## config.mk

```make
export PLATFORM = sky130hd
export DESIGN_NAME = pipe_ctrl_hazard
export DESIGN_NICKNAME = d
export VERILOG_FILES = /design/src/rtl/pipe_ctrl_hazard.sv
export SDC_FILE = /design/constraint.sdc
export NUM_CORES = 1
export LEC_CHECK = 0
export ABC_CLOCK_PERIOD_IN_PS = 3500
export CAP_MARGIN = 20
export CORE_MARGIN = 1.5
export CORE_UTILIZATION = 48
export CTS_CLUSTER_DIAMETER = 50
export DETAILED_ROUTE_END_ITERATION = 8
export PLACE_DENSITY = 0.84
export SYNTH_ARGS = -nofsm -noshare
export SYNTH_HDL_FRONTEND = slang
export SYNTH_SLANG_ARGS = --single-unit
```

## constraint.sdc

```tcl
create_clock -name clk -period 3.5 [get_ports clk]
set_input_delay 0.875 -clock clk [delete_from_list [all_inputs] [get_ports clk]]
set_output_delay 0.875 -clock clk [all_outputs]
set_load 0.01 [all_outputs]
```

## src/rtl/pipe_ctrl_hazard.sv

```systemverilog
// Pipeline control carrier ID->EX->MEM->WB with RAW/load-use hazard stall, branch/jump flush.
// Define PIPE_CTRL_FWD_EN to generate EX operand forwarding selects and stall only on load-use.
module pipe_ctrl_hazard #(
  parameter int unsigned REG_AW  = 5,
  parameter int unsigned ALUOP_W = 3
) (
  input  logic               clk,
  input  logic               reset,
  input  logic               id_valid,
  input  logic               id_regDst,
  input  logic               id_jump,
  input  logic               id_branch,
  input  logic               id_memRead,
  input  logic               id_memToReg,
  input  logic               id_regWrite,
  input  logic               id_ALUSrc,
  input  logic               id_memWrite,
  input  logic [ALUOP_W-1:0] id_ALUop,
  input  logic [REG_AW-1:0]  id_rs,
  input  logic [REG_AW-1:0]  id_rt,
  input  logic [REG_AW-1:0]  id_rd,
  input  logic               ex_branch_taken,
  output logic               stall,
  output logic               flush_ifid,
  output logic               ex_valid,
  output logic               ex_branch,
  output logic               ex_ALUSrc,
  output logic               ex_memRead,
  output logic [ALUOP_W-1:0] ex_ALUop,
  output logic [REG_AW-1:0]  ex_rs,
  output logic [REG_AW-1:0]  ex_rt,
  output logic               mem_valid,
  output logic               mem_memRead,
  output logic               mem_memWrite,
  output logic               wb_valid,
  output logic               wb_regWrite,
  output logic               wb_memToReg,
  output logic [REG_AW-1:0]  wb_dest,
  output logic [1:0]         fwd_a,
  output logic [1:0]         fwd_b
);

  typedef struct packed {
    logic               valid;
    logic               branch;
    logic               alu_src;
    logic               mem_read;
    logic               mem_write;
    logic               mem_to_reg;
    logic               reg_write;
    logic [ALUOP_W-1:0] alu_op;
    logic [REG_AW-1:0]  rs;
    logic [REG_AW-1:0]  rt;
    logic [REG_AW-1:0]  dest;
  } ex_stage_t;

  typedef struct packed {
    logic              valid;
    logic              mem_read;
    logic              mem_write;
    logic              mem_to_reg;
    logic              reg_write;
    logic [REG_AW-1:0] dest;
  } mem_stage_t;

  typedef struct packed {
    logic              valid;
    logic              reg_write;
    logic              mem_to_reg;
    logic [REG_AW-1:0] dest;
  } wb_stage_t;

  ex_stage_t  ex_d, ex_q;
  mem_stage_t mem_d, mem_q;
  wb_stage_t  wb_d, wb_q;

  logic              use_rs, use_rt;
  logic              branch_taken;
  logic              raw_hazard;
  logic [REG_AW-1:0] id_dest;

  // Register 0 is hardwired, so a zero destination never creates a dependency.
  function automatic logic hits(input logic [REG_AW-1:0] src, input logic used,
                                input logic writer, input logic [REG_AW-1:0] dst);
    return used & writer & (dst != '0) & (src == dst);
  endfunction

  always_comb begin
    use_rs       = id_valid;
    use_rt       = id_valid & (~id_ALUSrc | id_memWrite | id_branch);
    branch_taken = ex_q.valid & ex_q.branch & ex_branch_taken;
`ifdef PIPE_CTRL_FWD_EN
    raw_hazard = hits(id_rs, use_rs, ex_q.valid & ex_q.mem_read, ex_q.dest)
               | hits(id_rt, use_rt, ex_q.valid & ex_q.mem_read, ex_q.dest);
`else
    // WB is not checked: the regfile writes before it is read in the same cycle.
    raw_hazard = hits(id_rs, use_rs, ex_q.valid & ex_q.reg_write, ex_q.dest)
               | hits(id_rt, use_rt, ex_q.valid & ex_q.reg_write, ex_q.dest)
               | hits(id_rs, use_rs, mem_q.valid & mem_q.reg_write, mem_q.dest)
               | hits(id_rt, use_rt, mem_q.valid & mem_q.reg_write, mem_q.dest);
`endif
    stall      = raw_hazard & ~branch_taken & ~reset;
    flush_ifid = ~reset & (branch_taken | (id_valid & id_jump & ~stall));
  end

  always_comb begin
    id_dest = id_regDst ? id_rd : id_rt;
    ex_d    = '0;
    if (id_valid && !stall && !branch_taken) begin
      ex_d.valid      = 1'b1;
      ex_d.branch     = id_branch;
      ex_d.alu_src    = id_ALUSrc;
      ex_d.mem_read   = id_memRead;
      ex_d.mem_write  = id_memWrite;
      ex_d.mem_to_reg = id_memToReg;
      ex_d.reg_write  = id_regWrite & ~id_jump & (id_dest != '0);
      ex_d.alu_op     = id_ALUop;
      ex_d.rs         = id_rs;
      ex_d.rt         = id_rt;
      ex_d.dest       = id_dest;
    end
    mem_d = '{valid:      ex_q.valid,
              mem_read:   ex_q.mem_read,
              mem_write:  ex_q.mem_write,
              mem_to_reg: ex_q.mem_to_reg,
              reg_write:  ex_q.reg_write,
              dest:       ex_q.dest};
    wb_d  = '{valid:      mem_q.valid,
              reg_write:  mem_q.reg_write,
              mem_to_reg: mem_q.mem_to_reg,
              dest:       mem_q.dest};
  end

  always_ff @(posedge clk) begin
    if (reset) begin
      ex_q  <= '0;
      mem_q <= '0;
      wb_q  <= '0;
    end else begin
      ex_q  <= ex_d;
      mem_q <= mem_d;
      wb_q  <= wb_d;
    end
  end

  assign ex_valid     = ex_q.valid;
  assign ex_branch    = ex_q.branch;
  assign ex_ALUSrc    = ex_q.alu_src;
  assign ex_memRead   = ex_q.mem_read;
  assign ex_ALUop     = ex_q.alu_op;
  assign ex_rs        = ex_q.rs;
  assign ex_rt        = ex_q.rt;
  assign mem_valid    = mem_q.valid;
  assign mem_memRead  = mem_q.mem_read;
  assign mem_memWrite = mem_q.mem_write;
  assign wb_valid     = wb_q.valid;
  assign wb_regWrite  = wb_q.reg_write;
  assign wb_memToReg  = wb_q.mem_to_reg;
  assign wb_dest      = wb_q.dest;

`ifdef PIPE_CTRL_FWD_EN
  function automatic logic [1:0] fwd_sel(input logic [REG_AW-1:0] src);
    if (hits(src, 1'b1, mem_q.valid & mem_q.reg_write, mem_q.dest)) begin
      return 2'b10;
    end else if (hits(src, 1'b1, wb_q.valid & wb_q.reg_write, wb_q.dest)) begin
      return 2'b01;
    end
    return 2'b00;
  endfunction

  always_comb begin
    fwd_a = fwd_sel(ex_q.rs);
    fwd_b = fwd_sel(ex_q.rt);
  end
`else
  assign fwd_a = 2'b00;
  assign fwd_b = 2'b00;
`endif

endmodule

```

==> Yosys cells after proc, flatten, opt, wreduce, memory -nomap -nowiden <==
Cells that the tools add are included.
W data, S select, Z words.
{ "word_totals": {"word_cells": 71, "out_inout_bits": 34, "inputBits": 30, "register_bits": 43} }
{ "classes": {"n_bitwise": 36, "n_eq_ne": 4, "reduce_logical": 8, "muxes": 2} }
{ "ops": {"columns": ["operator", "count"], "rows": [
  ["$mux W25", 1],
  ["$and A1 B1 Y1", 24],
  ["$eq A5 B5 Y1", 4],
  ["$reduce_bool A5 Y1", 3],
  ["$not A1 Y1", 6],
  ["$or A1 B1 Y1", 6],
  ["$mux W5", 1],
  ["$logic_and A1 B1 Y1", 2],
  ["$logic_not A1 Y1", 2],
  ["$reduce_or A2 Y1", 1]
]} }

==> Depth between registers and ports, before layout <==
{ "depth": {"ltp_word": 17, "ltp_mapped": 6, "depth_no_buf": 5} }

==> Worst setup path after synthesis <==
Ideal clock, no wire load.
{ "synth_path": {"kind": "in2out", "from": "input port id_rt[3]", "to": "output port flush_ifid", "t_required_ps": 2625, "path_stages": 5, "slack_ps": 734, "t_arrival_ps": 1891, "path_cell_list": "xor2_1 > nor4_1 > a22oi_1 > o22a_1 > a41o_1"} }
{ "synth_between": {"elab_chain_len": 11, "word_cells_on_any_way": 13} }
{ "synth_lines": {"columns": ["element", "line_no", "source"], "rows": [
  ["from (decl)", "20", "input logic [REG_AW-1:0] id_rt,"],
  ["$eq A5 B5 Y1", "85", "return used & writer & (dst != '0) & (src == dst);"],
  ["$and A1 B1 Y1", "85", null],
  ["$or A1 B1 Y1", "98", "| hits(id_rt, use_rt, ex_q.valid & ex_q.reg_write, ex_q.dest)"],
  ["$or A1 B1 Y1", "99", "| hits(id_rs, use_rs, mem_q.valid & mem_q.reg_write, mem_q.dest)"],
  ["$or A1 B1 Y1 *", "100", "| hits(id_rt, use_rt, mem_q.valid & mem_q.reg_write, mem_q.dest);"],
  ["$and A1 B1 Y1 * (2 in a row)", "102", "stall = raw_hazard & ~branch_taken & ~reset;"],
  ["$not A1 Y1 *", "103", "flush_ifid = ~reset & (branch_taken | (id_valid & id_jump & ~stall));"],
  ["$and A1 B1 Y1 *", "103", null],
  ["$or A1 B1 Y1 *", "103", null],
  ["$and A1 B1 Y1 *", "103", null],
  ["to (decl)", "24", "output logic flush_ifid,"]
]} }
Mark *: on every way between the ends. The rest lies on a longest branch, timed or not.

==> Final worst setup path <==
{ "layout_path": {"from": "input port id_ALUSrc", "to": "output port flush_ifid"} }
{ "layout_between": {"elab_chain_len": 16, "word_cells_on_any_way": 19} }
{ "layout_lines": {"columns": ["element", "line_no", "source"], "rows": [
  ["from (decl)", "16", "input logic id_ALUSrc,"],
  ["$not A1 Y1 *", "90", "use_rt = id_valid & (~id_ALUSrc | id_memWrite | id_branch);"],
  ["$or A1 B1 Y1 * (2 in a row)", "90", null],
  ["$and A1 B1 Y1 *", "90", null],
  ["$and A1 B1 Y1 (3 in a row)", "85", null],
  ["$or A1 B1 Y1", "98", null],
  ["$or A1 B1 Y1", "99", null],
  ["$or A1 B1 Y1 *", "100", null],
  ["$and A1 B1 Y1 * (2 in a row)", "102", null],
  ["$not A1 Y1 *", "103", null],
  ["$and A1 B1 Y1 *", "103", null],
  ["$or A1 B1 Y1 *", "103", null],
  ["$and A1 B1 Y1 *", "103", null]
]} }
Marked as above.

==> results.json <==
{
  "status": "finished clean",
  "hp-class": "flip-flop to flip-flop",
  "r2r_start": "mem_q[0]",
  "start_util_pct": 49.97,
  "final_util_pct": 70.61,
  "finalSetupViolCount": 0,
  "ys_ff_latch": 43,
  "placed_area_um2": 2435,
  "power_frac_clock_pct": 36.9,
  "setup_ws_ns": 0.08353,
  "cts_buffer_depth": 2,
  "io_buffers": 59,
  "regArea_um2": 860.8,
  "final-max-slew-violation-count": 0,
  "fin_cells": 289,
  "drc": 0,
  "synthesis.area_um2": 1829,
  "die_h_um": 64.73,
  "avgSynthCellArea_um2": 9.996,
  "setup_tns_ns": 0,
  "finalWorstPathRequiredPeriod_ns": 3.416,
  "drive_above_1_share_pct": 18.67,
  "finalClockSkew_ns": 0.01031,
  "wire_per_inst_um": 12.52,
  "place_inst": 281,
  "max_clock_freq_ghz": 0.2927,
  "grt_max_degree": 26,
  "area_growth_pct": 41.31,
  "syn_inst": 183,
  "peakVddDrop_mv": 0.2486,
  "rsz0062_at_grt": "no",
  "diodes": 0,
  "clkSlewWorstSetupHoldPaths_ns": 0.08,
  "grt_usage_pct": 18.95,
  "p_sw_share_pct": 23.75,
  "r2r_slack_ns": 1.48,
  "power_density_nw_per_um2": 407.7,
  "max_cap_violations": 0,
  "fin_nets": 270,
  "fp-row-count": 22,
  "hpwl_mm": 2.722,
  "fp.coreArea_um2": 3661,
  "ys_seq_area_share_pct": 47.06,
  "ctsRootBufferMaster": "clkbuf_8",
  "power_frac_seq_pct": 49.0,
  "clock_latency_ns": 0.30,
  "required_ns": 2.62,
  "routed_wl_mm": 3.618,
  "grt_pass1_vias": 1246,
  "die_area_um2": 4190,
  "multi_input_area_um2": 772.0,
  "htreeDepth": 2,
  "hold_ws_ns": 0.4469,
  "fin_crit_sh_pct": 97.61,
  "yosys.cell_types.count": 24,
  "min-delay-start": "mem_q[6]",
  "crit_arrival_ns": 2.54,
  "finalPower_mw": 1.054,
  "endpoint_kind": "primary output",
  "p_leak_nw": 1.161,
  "cts_tree": "done",
  "start_kind": "input port",
  "pin_count": 64,
  "post-place-ws_ns": -0.3005,
  "grt_pass1_wl_mm": 5.920,
  "drtPass1Iterations": 4,
  "stdcell_area_um2": 2585,
  "p_sw_mw": 0.2503,
  "via_per_inst": 4.671,
  "num-fill-cells": 294,
  "comb_power_share_pct": 14.2,
  "hold_viol": 0,
  "crit_start": "id_ALUSrc",
  "critPathMaxFanout": 2,
  "numClockSinks": 43,
  "vias": 1350,
  "dieWidth_um": 64.73,
  "ys_warn_count": 0,
  "grt.overflow.total": 0,
  "path_class": "input port to primary output",
  "intPower_mw": 0.8037,
  "antenna_found_initial": 0,
  "ant_nets": 0,
  "gp_congestion": 0.8753,
  "cts_made_buffers": 5,
  "dr.first_iter.drc_count": 32
}
flip-flops by register name, indices dropped and copies added, names as in the netlist:
name	count
ex_rt	5
ex_ALUop	3
ex_ALUSrc	1
ex_valid	1
ex_rs	5
wb_memToReg	1
ex_memRead	1
mem_memWrite	1
ex_q	8
mem_memRead	1
wb_dest	5
ex_branch	1
wb_regWrite	1
wb_valid	1
mem_q	7
mem_valid	1
what timing repair did:
| item | CTS | global route |
|---|---|---|
| buffers inserted | 0 | 0 |
| resized for setup | 6 | 11 |
| pin swaps | 4 | 4 |
| setup endpoints to repair | 2 | 1 |
| hold buffers | 0 | 0 |
cell type report:
class | count | share of cell area (%)
Tap cell | 48 | 2.323
Timing Repair Buffer | 71 | 27.25
Inverter | 19 | 2.759
Sequential cell | 43 | 33.30
Multi-Input combinational cell | 100 | 29.86
Clock inverter | 3 | 1.839
Clock buffer | 5 | 2.662
per-layer routing:
layer  wire [um]  GRT usage (%)
met2        1892          31.57
met4          86          10.11
met1        1485          21.93
met3         154          5.382
met5           0              0
critical path, cell delays in order:
cell,delay [ns]
clkdlybuf4s50_1,0.41
nor3b_2,0.16
buf_4,0.14
nor2_1,0.13
a22oi_2,0.08
o22a_1,0.21
a41o_1,0.25
dlygate4sd2_1,0.28
cells in the final DEF, fill, tap and decap left out:
cell type / netlist / final
a22oi_2: 0 / 2
nor4_1: 2 / 2
dlygate4sd2_1: 0 / 5
nor3_2: 19 / 20
inv_6: 0 / 1
bufinv_16: 0 / 1
nor2_2: 0 / 1
nand3_1: 1 / 1
clkbuf_8: 0 / 5
dlymetal6s2s_1: 0 / 7
nor2_1: 8 / 7
a31oi_1: 1 / 1
nor3b_2: 0 / 1
inv_1: 19 / 19
nor2b_1: 18 / 18
o2111ai_1: 2 / 2
clkdlybuf4s50_1: 0 / 47
clkinv_4: 0 / 1
buf_12: 0 / 1
or4_1: 3 / 3
nand2_1: 1 / 1
buf_4: 18 / 11
o22a_1: 1 / 1
nand3b_1: 1 / 1
mux2i_1: 5 / 5
nor3_1: 9 / 8
dfxtp_1: 43 / 43
conb_1: 1 / 4
o221ai_2: 1 / 1
a41o_1: 1 / 1
xor2_1: 20 / 20
kinds of logic (layout without fill, tap and decap cells):
group,after synthesis,count (layout),share of synthesized area (%)
buffers and inverters,43,98,12.59
other,1,4,0.2050
xor gates and xnor gates,20,20,9.576
DFF,43,43,47.06
and+or+nand+nor,63,63,23.87
muxes,5,5,2.736
AOI/OAI and AO/OA,8,8,3.967
final timing paths:
kind / end / depth (start not counted)
hold / removal: wb_memToReg / 1
setup / recovery: flush_ifid / 8
hold reg to reg: wb_memToReg / 1
setup reg to reg: ex_q[2] / 7
power groups by stage:
stage / combinational, mW / sequential [mW] / clock [mW]
after global routing: 0.162 / 0.518 / 0.420
final: 0.149 / 0.516 / 0.389
after floorplan: 0.0758 / 0.527 / 0
after detailed placement: 0.149 / 0.528 / 0
after CTS: 0.148 / 0.516 / 0.395
after global placement: 0.146 / 0.527 / 0
Yosys cell counts, drive strengths merged:
cell type / instances / area share [%]
a22oi: 2 / 0.82
a31oi: 1 / 0.34
a41o: 1 / 0.55
buf: 19 / 7.7
clkbuf: 5 / 1.0
conb: 1 / 0.21
dfxtp: 43 / 47
inv: 19 / 3.9
mux2i: 5 / 2.7
nand2: 1 / 0.21
nand3: 1 / 0.27
nand3b: 1 / 0.41
nor2: 8 / 1.6
nor2b: 18 / 6.2
nor3: 28 / 13
nor3b: 1 / 0.41
nor4: 2 / 0.68
o2111ai: 2 / 0.96
o221ai: 1 / 0.82
o22a: 1 / 0.48
or4: 3 / 1.2
xor2: 20 / 9.6
Power figures use the tool's default switching activity.
